File: src/rtl/obstacle_spawner.sv
// Obstacle spawner: three-slot scrolling obstacle manager for a runner game.
// Ports: clk, reset (async high), frame_tick, halt, restart, random[4:0],
//   speed[2:0] in; obs_valid[2:0], obs_x[32:0], obs_type[5:0],
//   spawn_pulse, running out (all registered).
module obstacle_spawner #(
  parameter int unsigned SPAWN_X = 640,
  parameter int unsigned MIN_GAP = 40
) (
  input  logic        clk,
  input  logic        reset,
  input  logic        frame_tick,
  input  logic        halt,
  input  logic        restart,
  input  logic [4:0]  random,
  input  logic [2:0]  speed,
  output logic [2:0]  obs_valid,
  output logic [32:0] obs_x,
  output logic [5:0]  obs_type,
  output logic        spawn_pulse,
  output logic        running
);

  typedef enum logic {
    HALTED = 1'b0,
    RUN    = 1'b1
  } state_t;

  localparam logic [10:0] SpawnX = 11'(SPAWN_X);
  localparam logic [7:0]  MinGap = 8'(MIN_GAP);

  // Reset asserts at once but releases two edges after the pin drops.
  logic [1:0] rst_sync_q, rst_sync_d;
  logic       rst_i;

  always_comb rst_sync_d = {rst_sync_q[0], 1'b0};

  always_ff @(posedge clk or posedge reset) begin
    if (reset) rst_sync_q <= 2'b11;
    else       rst_sync_q <= rst_sync_d;
  end

  assign rst_i = rst_sync_q[1];

  state_t      state_q, state_d;
  logic [2:0]  valid_q, valid_d;
  logic [10:0] x_q [3];
  logic [10:0] x_d [3];
  logic [1:0]  type_q [3];
  logic [1:0]  type_d [3];
  logic [7:0]  gap_q, gap_d;
  logic        pulse_q, pulse_d;
  logic        run_q, run_d;

  logic        tick_ok;
  logic        free_found;
  logic [1:0]  free_idx;
  logic [10:0] spd_ext;
  logic [1:0]  new_type;

  always_comb begin
    state_d = state_q;
    valid_d = valid_q;
    x_d     = x_q;
    type_d  = type_q;
    gap_d   = gap_q;
    pulse_d = 1'b0;
    spd_ext = {8'd0, speed};
    new_type = (random[1:0] == 2'd3) ? 2'd0 : random[1:0];
    tick_ok = (state_q == RUN) && frame_tick && !halt && !restart;

    // Free slot is chosen from the pre-tick valid bits so a slot
    // that drops off this tick is not reused until the next one.
    free_found = 1'b0;
    free_idx   = 2'd0;
    for (int i = 2; i >= 0; i--) begin
      if (!valid_q[i]) begin
        free_found = 1'b1;
        free_idx   = 2'(i);
      end
    end

    if (restart) begin
      state_d = RUN;
      valid_d = 3'b000;
      gap_d   = MinGap;
      for (int i = 0; i < 3; i++) begin
        x_d[i]    = 11'd0;
        type_d[i] = 2'd0;
      end
    end else if (state_q == RUN && halt) begin
      state_d = HALTED;
    end else if (tick_ok) begin
      for (int i = 0; i < 3; i++) begin
        if (valid_q[i]) begin
          if (x_q[i] >= spd_ext) begin
            x_d[i] = x_q[i] - spd_ext;
          end else begin
            valid_d[i] = 1'b0;
            x_d[i]     = 11'd0;
          end
        end
      end
      if (gap_q != 8'd0) begin
        gap_d = gap_q - 8'd1;
      end else begin
        gap_d = MinGap + {3'd0, random};
        if (free_found) begin
          valid_d[free_idx] = 1'b1;
          x_d[free_idx]     = SpawnX;
          type_d[free_idx]  = new_type;
          pulse_d           = 1'b1;
        end
      end
    end

    run_d = (state_d == RUN);
  end

  always_ff @(posedge clk or posedge rst_i) begin
    if (rst_i) begin
      state_q <= HALTED;
      valid_q <= 3'b000;
      gap_q   <= MinGap;
      pulse_q <= 1'b0;
      run_q   <= 1'b0;
      for (int i = 0; i < 3; i++) begin
        x_q[i]    <= 11'd0;
        type_q[i] <= 2'd0;
      end
    end else begin
      state_q <= state_d;
      valid_q <= valid_d;
      gap_q   <= gap_d;
      pulse_q <= pulse_d;
      run_q   <= run_d;
      for (int i = 0; i < 3; i++) begin
        x_q[i]    <= x_d[i];
        type_q[i] <= type_d[i];
      end
    end
  end

  always_comb begin
    obs_x    = '0;
    obs_type = '0;
    for (int i = 0; i < 3; i++) begin
      obs_x[11*i +: 11]  = x_q[i];
      obs_type[2*i +: 2] = type_q[i];
    end
  end

  assign obs_valid   = valid_q;
  assign spawn_pulse = pulse_q;
  assign running     = run_q;

endmodule

File: config.mk
export PLATFORM = sky130hd
export DESIGN_NAME = obstacle_spawner
export DESIGN_NICKNAME = d
export VERILOG_FILES = /design/src/rtl/obstacle_spawner.sv
export SDC_FILE = /design/constraint.sdc
export NUM_CORES = 1
export LEC_CHECK = 0
export CAP_MARGIN = 20
export CORE_MARGIN = 3
export CORE_UTILIZATION = 30
export DETAILED_ROUTE_END_ITERATION = 10
export PLACE_DENSITY = 0.6
export RECOVER_POWER = 100
export SLEW_MARGIN = 20
export SYNTH_ARGS = -nofsm -noshare
export SYNTH_HDL_FRONTEND = slang
export SYNTH_SLANG_ARGS = --single-unit
File: constraint.sdc
create_clock -name clk -period 2.19 [get_ports clk]
set_clock_uncertainty 0.2 [all_clocks]
set_input_delay 0.657 -clock clk [delete_from_list [all_inputs] [get_ports clk]]
set_output_delay 0.657 -clock clk [all_outputs]
set_load 0.05 [all_outputs]
==> results of run 1 <==
-- Yosys cell counts (4+ instances only) --
cell / count
nand4_1: 4
nand3_1: 13
a21oi_1: 23
and3_1: 4
ha_1: 11
nand2_1: 32
nor2b_1: 6
a22o_1: 9
nand2b_1: 5
inv_1: 25
mux2i_1: 6
or3_1: 8
o22ai_1: 5
dfstp_2: 4
nor3_1: 13
and2_1: 4
o21a_1: 4
clkbuf_1: 10
o21ai_0: 16
a211oi_1: 7
nor4_1: 8
dfrtp_1: 50
a31oi_1: 16
nor2_1: 28
-- registers in the layout, indices dropped and copies added (netlist names) --
| register | cells |
|---|---|
| rst_sync_q | 2 |
| running | 1 |
| obs_valid | 3 |
| obs_x | 33 |
| obs_type | 6 |
| spawn_pulse | 1 |
| gap_q | 8 |
-- worst register-to-register path, delay by kind of cell (launching register included) --
family,cells,cell delay [ns]
buffers and inverters,4,0.58
AND/OR/NAND/NOR,2,0.62
flip-flops,1,0.40
adder cells (fa/ha/maj),1,0.13
AO/OA/AOI/OAI,3,0.25
-- stage by stage --
step | std cells | hold WS (ns)
6_report | 673 | 0.161
5_1_grt | 673 | 0.170
4_1_cts | 662 | 0.124
3_5_place_dp | 642 | 0.115
3_3_place_gp | 642 | 0.106
2_1_floorplan | 361 | 0.145
-- layer usage --
metal,global-route usage,vias to the layer above,wire length [um]
met5,0,-,0
met4,0.0493,0,165
met3,0.0301,18,518
met2,0.291,106,5800
met1,0.246,1772,5100
li1,-,1696,-
-- layout by cell type (no fill, tap or decap), drive strengths merged, types with 5 or more instances in the layout --
| cell type | n |
|---|---|
| buf | 149 |
| dfrtp | 50 |
| nand2 | 32 |
| nor2 | 28 |
| clkbuf | 25 |
| inv | 24 |
| a21oi | 23 |
| o21ai | 17 |
| a31oi | 16 |
| nor3 | 13 |
| nand3 | 13 |
| ha | 11 |
| a22o | 9 |
| nor4 | 9 |
| or3 | 8 |
| a211oi | 7 |
| nor2b | 6 |
| mux2i | 6 |
| clkdlybuf4s50 | 6 |
| o22ai | 5 |
| nand2b | 5 |
-- cell type report --
type / count / share of cell area
clock buffers: 5 / 0.0119
clock inverters: 3 / 0.00691
inverters: 25 / 0.0177
multi-input cells: 270 / 0.403
flip-flops and latches: 54 / 0.235
well taps: 136 / 0.0294
repair buffers: 180 / 0.297
-- path summary, 6_finish.rpt --
kind | from | end | slack (ns) | cells after the start
max in group asynchronous | rst_sync_q[1]$_DFF_PP1_ | obs_x[22]$_DFFE_PP0P_ | 0.39 | 2
min reg2reg | rst_sync_q[0]$_DFF_PP1_ | rst_sync_q[1]$_DFF_PP1_ | 0.16 | 0
min in group asynchronous | rst_sync_q[1]$_DFF_PP1_ | obs_x[16]$_DFFE_PP0P_ | 0.49 | 2
min | rst_sync_q[0]$_DFF_PP1_ | rst_sync_q[1]$_DFF_PP1_ | 0.16 | 0
max | gap_q[1]$_DFFE_PP0P_ | obs_x[25]$_DFFE_PP0P_ | -0.11 | 10
max reg2reg | gap_q[1]$_DFFE_PP0P_ | obs_x[25]$_DFFE_PP0P_ | -0.11 | 10
-- kinds of logic (layout without fill, tap and decap cells) --
family | Yosys count | after routing
and+or+nand+nor | 139 | 139
AOI/OAI and AO/OA | 105 | 105
DFF | 54 | 54
buffers and inverters | 37 | 213
adders and majority gates | 14 | 14
muxes | 6 | 6
xor gates and xnor gates | 5 | 5
other | 1 | 1
-- power breakdown --
| group | leakage (uW) | internal, uW | total [uW] | switching (uW) |
|---|---|---|---|---|
| Sequential | 0.000729 | 1010 | 1020 | 8.57 |
| Clock | 0.0000579 | 338 | 691 | 353 |
| Combinational | 0.00170 | 183 | 388 | 205 |
| Total | 0.00248 | 1530 | 2100 | 567 |
-- repair_timing --
| item | in CTS | in global routing |
|---|---|---|
| hold buffers | 0 | 0 |
| cloned | 0 | 1 |
| pin swaps | 29 | 41 |
| buffers inserted | 13 | 12 |
| gates resized for setup | 72 | 63 |
| endpoints found under the setup margin | 38 | 47 |
==> results.md, run 1 <==
- Final instance area: 5800 um2
- GPL Wtd Cong: 0.874
- Compound-gate portion of the synthesized area: 0.224
- Area contributors post-synth: dfrtp_1 38%, ha_1 4.2%, nand2_1 3.7%
- Multi-input combinational cell area: 2330 um2
- DR vias: 3592
- Seq cells post-synth: 54
- Mux cell area share after synthesis: 0.0184
- Placed inst area: 5110 um2
- MaxCap Viol Count: 0
- FILL cells: 909
- # diodes: 0
- Family with the most delay on the worst path: simple AND/OR/NAND/NOR gates
- Worst path slowest cell: or4b_4
- Drt pass-1 iters: 5
- TritonCTS clock tree: done
- Clock-pin transition on the worst setup and hold timing paths: 0.10 ns
- Most common cell on crit path: buf_4
- H-tree depth: 2
- Die Wd: 110 um
- Setup crit start kind: flop
- Gr usage total: 0.179
- Nets: 563
- Design Power: 2100 uW
- Max incr delay on CP: 0.48 ns
- Clk_lat worst skew: 0.32 ns
- Max-slew headroom: 0.107
- CTS sink count: 54
- Outcome: finished, violations left
- Net count after synthesis: 388
- Crit path cell chain: inv_2, ha_4, or4b_4, buf_6, nor4_4, buf_4, a311oi_4, buf_4, a21oi_2, a31oi_1
- VDD IR max: 0.352 mV
- CP Data Required Time: 2.19 ns
- Vias in the first global route: 3583
- Max clock buf depth: 2
- Die height: 110 um
- Critical path peak fanout: 4
- Initial DRC count: 223
- Pre-CTS setup slack: -0.969 ns
- Violated checks: setup timing
- Static leakage: 0.00248 uW
- Top cell type's share of synthesized area: 0.383
- Unrepaired setup endpoints after global routing: true
- Layout Utilization: 0.554
- Fraction of the mapped netlist area in simple logic gates: 0.224
- Root Driver: clkbuf_8
- Final Max Slew Viols: 0
- Post-synthesis xor/xnor area fraction: 0.0134
- Cts bufs inserted: 5
- Initial antenna violation count: 0
- Final setup violation count: 21
- Yosys cell types: 56
- DR WL/cell: 17.2 um
- Largest net degree at the start of global routing: 53
- Tcrit/Tclk final: 1.05
- Setup ws final: -0.115 ns
- Fin crit period: 2.30 ns
- Die ar.: 12200 um2
- Port-buffer cells: 56
- Peak Freq: 434 MHz
- Rows: 37
- Cell Pwr Density: 362 nW/um2
- Worst path bufs/invs: 4
- Drt total wl: 11.6 mm
- Starting Density: 0.313
- DRC: 0
- Ys async rst share: 1.00
- DP HPWL: 8.07 mm
- Global-route wire length before repair: 18.3 mm
- Final ANT Viol Nets: 0
- Grt ovf: 0
- Synth Area in Adders: 0.0604
- Final Hold Viols: 0
- CP arrival: 2.31 ns
- Setup Total Neg Slack: -1.14 ns
- Via-to-Cell Ratio: 5.34
- Largest family of logic cells by synthesized area: compound AO/OA/AOI/OAI gates
- EDFF count, synth: 0
- Num ports: 57
- Core area: 10500 um2
- Critical path endpoint category: flop
- Crit path kind: reg2reg
- Layout area overhead: 77.2%
- Sequential share of the synthesized area: 0.415
- Layout cell share with drive strength beyond 1: 0.508
- Cell taking the most area after synthesis: dfrtp_1
- Mean post-synth cell area: 9.06 um2
- Worst slew pin tran: 1.34 ns
- Register area: 1360 um2
- Cells after synthesis: 361
- Mapped Area: 3270 um2
- Dominant synthesized flop cell: dfrtp_1
- Hold Path Class: reg2reg
- Syn. warnings: 0
No activity file was read; power rests on OpenSTA's default activity.
==> run 2, diff against run 1 <==
--- a/config.mk
+++ b/config.mk
@@ -5,7 +5,7 @@
 export SDC_FILE = /design/constraint.sdc
 export NUM_CORES = 1
 export LEC_CHECK = 0
-export CAP_MARGIN = 20
+export CAP_MARGIN = 5
 export CORE_MARGIN = 3
 export CORE_UTILIZATION = 30
 export DETAILED_ROUTE_END_ITERATION = 10
==> results of run 2 <==
No change in the layout: final DEF, timing and power equal those of run 1.
==> run 3, diff against run 2 <==
--- a/config.mk
+++ b/config.mk
@@ -6,10 +6,13 @@
 export NUM_CORES = 1
 export LEC_CHECK = 0
 export CAP_MARGIN = 5
+export CELL_PAD_IN_SITES_DETAIL_PLACEMENT = 0
+export CELL_PAD_IN_SITES_GLOBAL_PLACEMENT = 1
 export CORE_MARGIN = 3
 export CORE_UTILIZATION = 30
+export CTS_BUF_LIST = sky130_fd_sc_hd__clkbuf_16
 export DETAILED_ROUTE_END_ITERATION = 10
-export PLACE_DENSITY = 0.6
+export PLACE_DENSITY = 0.73
 export RECOVER_POWER = 100
 export SLEW_MARGIN = 20
 export SYNTH_ARGS = -nofsm -noshare
==> results.md, run 3 (same netlist as run 1, synthesis figures left out) <==
- DRC: 0 (unchanged)
- Die ar.: 12200 um2 (unchanged)
- Port-buffer cells: 56 (unchanged)
- Outcome: finished, violations left
- DR vias: 3508 (-2.3%)
- CP arrival: 2.28 ns (-0.03 ns)
- Vias in the first global route: 3599 (+0.45%)
- Met1 usage: 0.237 (-0.00916)
- Hold Path Class: reg2reg
- Critical path endpoint category: flop
- Crit path kind: reg2reg
- Commonest non-fill, non-tap cell in the layout: buf_4
- Layout area overhead: 68.6%
- Drt pass-1 iters: 5 (unchanged)
- TritonCTS clock tree: done
- Largest net degree at the start of global routing: 31 (-42%)
- Commonest non-fill, non-tap cells in the layout: 82 x buf_4, 47 x dfrtp_1, 27 x nand2_1
- Rows: 37 (unchanged)
- Critical path peak fanout: 6 (+2)
- Tcrit/Tclk final: 1.05 (about the same)
- Met2 Use GR: 0.306 (+0.0154)
- Die height: 110 um (unchanged)
- Final Max Slew Viols: 0 (unchanged)
- H-tree depth: 2 (unchanged)
- Setup ws final: -0.113 ns (+0.00207 ns)
- DP HPWL: 8.30 mm (+2.8%)
- Starting Density: 0.313 (unchanged)
- Cts bufs inserted: 5 (unchanged)
- Initial antenna violation count: 0 (unchanged)
- Root Driver: clkbuf_16
- Final setup violation count: 33 (+57%)
- Post-Place Cells: 637 (-0.78%)
- Unrepaired setup endpoints after global routing: true
- Cts-stage hold buffer count: 0 (unchanged)
- Grt ovf: 0 (unchanged)
- VDD IR max: 0.317 mV (-10%)
- Met3 Use GR: 0.0258 (-0.00438)
- Num ports: 57 (unchanged)
- Initial DRC count: 181 (-19%)
- Final Hold Viols: 0 (unchanged)
- MaxCap Viol Count: 0 (unchanged)
- Core area: 10500 um2 (unchanged)
- Worst slew pin tran: 0.932 ns (-0.407 ns)
- Max clock buf depth: 2 (unchanged)
- Global-route wire length before repair: 18.2 mm (-0.15%)
- Cell Pwr Density: 413 nW/um2 (+14%)
- CP Data Required Time: 2.16 ns (-0.03 ns)
- Layout cell share with drive strength beyond 1: 0.420 (-0.0879)
- # diodes: 0 (unchanged)
- Violated checks: setup timing
- Gr busiest metal: met2
- Fin cells: 664 (-1.3%)
- Nets: 554 (-1.6%)
- Clock-pin transition on the worst setup and hold timing paths: 0.07 ns (-0.03 ns)
- Via-to-Cell Ratio: 5.28 (-1.0%)
- DR WL/cell: 16.9 um (-1.9%)
- Fin crit period: 2.30 ns (-0.00207 ns)
- CTS sink count: 54 (unchanged)
- Drt total wl: 11.2 mm (-3.2%)
- Setup crit start kind: flop
- Max reg flops: 33 (unchanged)
- Max-slew headroom: 0.378 (+0.271)
- GPL Wtd Cong: 0.871 (-0.38%)
- Gr usage total: 0.180 (+0.000943)
- Die Wd: 110 um (unchanged)
- Clk_lat worst skew: 0.30 ns (-0.02 ns)
- Peak Freq: 434 MHz (about the same)
- Hold WS: 0.159 ns (-0.00281 ns)
- Static leakage: 0.00243 uW (-2.1%)
- Final ANT Viol Nets: 0 (unchanged)
==> run 3: path summary, 6_finish.rpt <==
kind                                          from                 endpoint  slack [ns]  cells past startpoint
max in group asynchronous  rst_sync_q[1]$_DFF_PP1_     gap_q[3]$_DFFE_PP1P_        0.45                      2
setup / recovery              gap_q[1]$_DFFE_PP0P_     obs_x[8]$_DFFE_PP0P_       -0.11                      9
hold / removal             rst_sync_q[0]$_DFF_PP1_  rst_sync_q[1]$_DFF_PP1_        0.16                      0
setup reg to reg              gap_q[1]$_DFFE_PP0P_     obs_x[8]$_DFFE_PP0P_       -0.11                      9
min in group asynchronous  rst_sync_q[1]$_DFF_PP1_    obs_x[10]$_DFFE_PP0P_        0.26                      1
hold reg to reg            rst_sync_q[0]$_DFF_PP1_  rst_sync_q[1]$_DFF_PP1_        0.16                      0
==> run 3: final cells by class <==
class | instances | area [um2]
Clock buffer | 5 | 125
Clock inverter | 3 | 37.5
Fill cell | 983 | 4950
Inverter | 25 | 105
Multi-Input combinational cell | 270 | 2160
Sequential cell | 54 | 1360
Tap cell | 136 | 170
Timing Repair Buffer | 171 | 1560
==> run 3: worst max-delay path, cell delays in order, from the launching register on <==
cell,delay (ns)
dfrtp_1,0.39
inv_2,0.08
ha_4,0.13
or4b_4,0.53
buf_4,0.17
nor3_4,0.19
nor2_2,0.08
buf_4,0.16
a41oi_1,0.19
a21oi_1,0.06
==> run 3: what timing repair did <==
| action | CTS | global route |
|---|---|---|
| buffers inserted | 15 | 10 |
| setup endpoints to repair | 45 | 50 |
| pin swaps | 31 | 26 |
| gates resized for setup | 61 | 41 |
==> run 3: per-layer routing <==
layer  vias up  part of all wire
met5         -                 0
met4         0             0.016
met3        15             0.035
met2        88              0.50
met1      1730              0.45
li1       1675                 -
==> run 3: power by group <==
| group | internal [uW] | switching, uW | leakage, uW |
|---|---|---|---|
| registers | 1010 | 8.46 | 0.000731 |
| logic | 172 | 188 | 0.00161 |
| clock network | 532 | 366 | 0.0000864 |
| total | 1710 | 563 | 0.00243 |
==> run 3: stage by stage <==
stage               power (uW)  setup slack (ns)  instance area, um2   util  TNS, ns
finish                    2280            -0.113                5510  0.527    -1.61
global placement          1330            -0.943                5100  0.487   -31.43
detailed placement        1340             -1.00                5100  0.487   -32.80
floorplan                 1190            -0.295                3390      -    -5.76
CTS                       2280            -0.174                5540  0.530    -1.54
global route              2380            -0.250                5510  0.527    -5.48
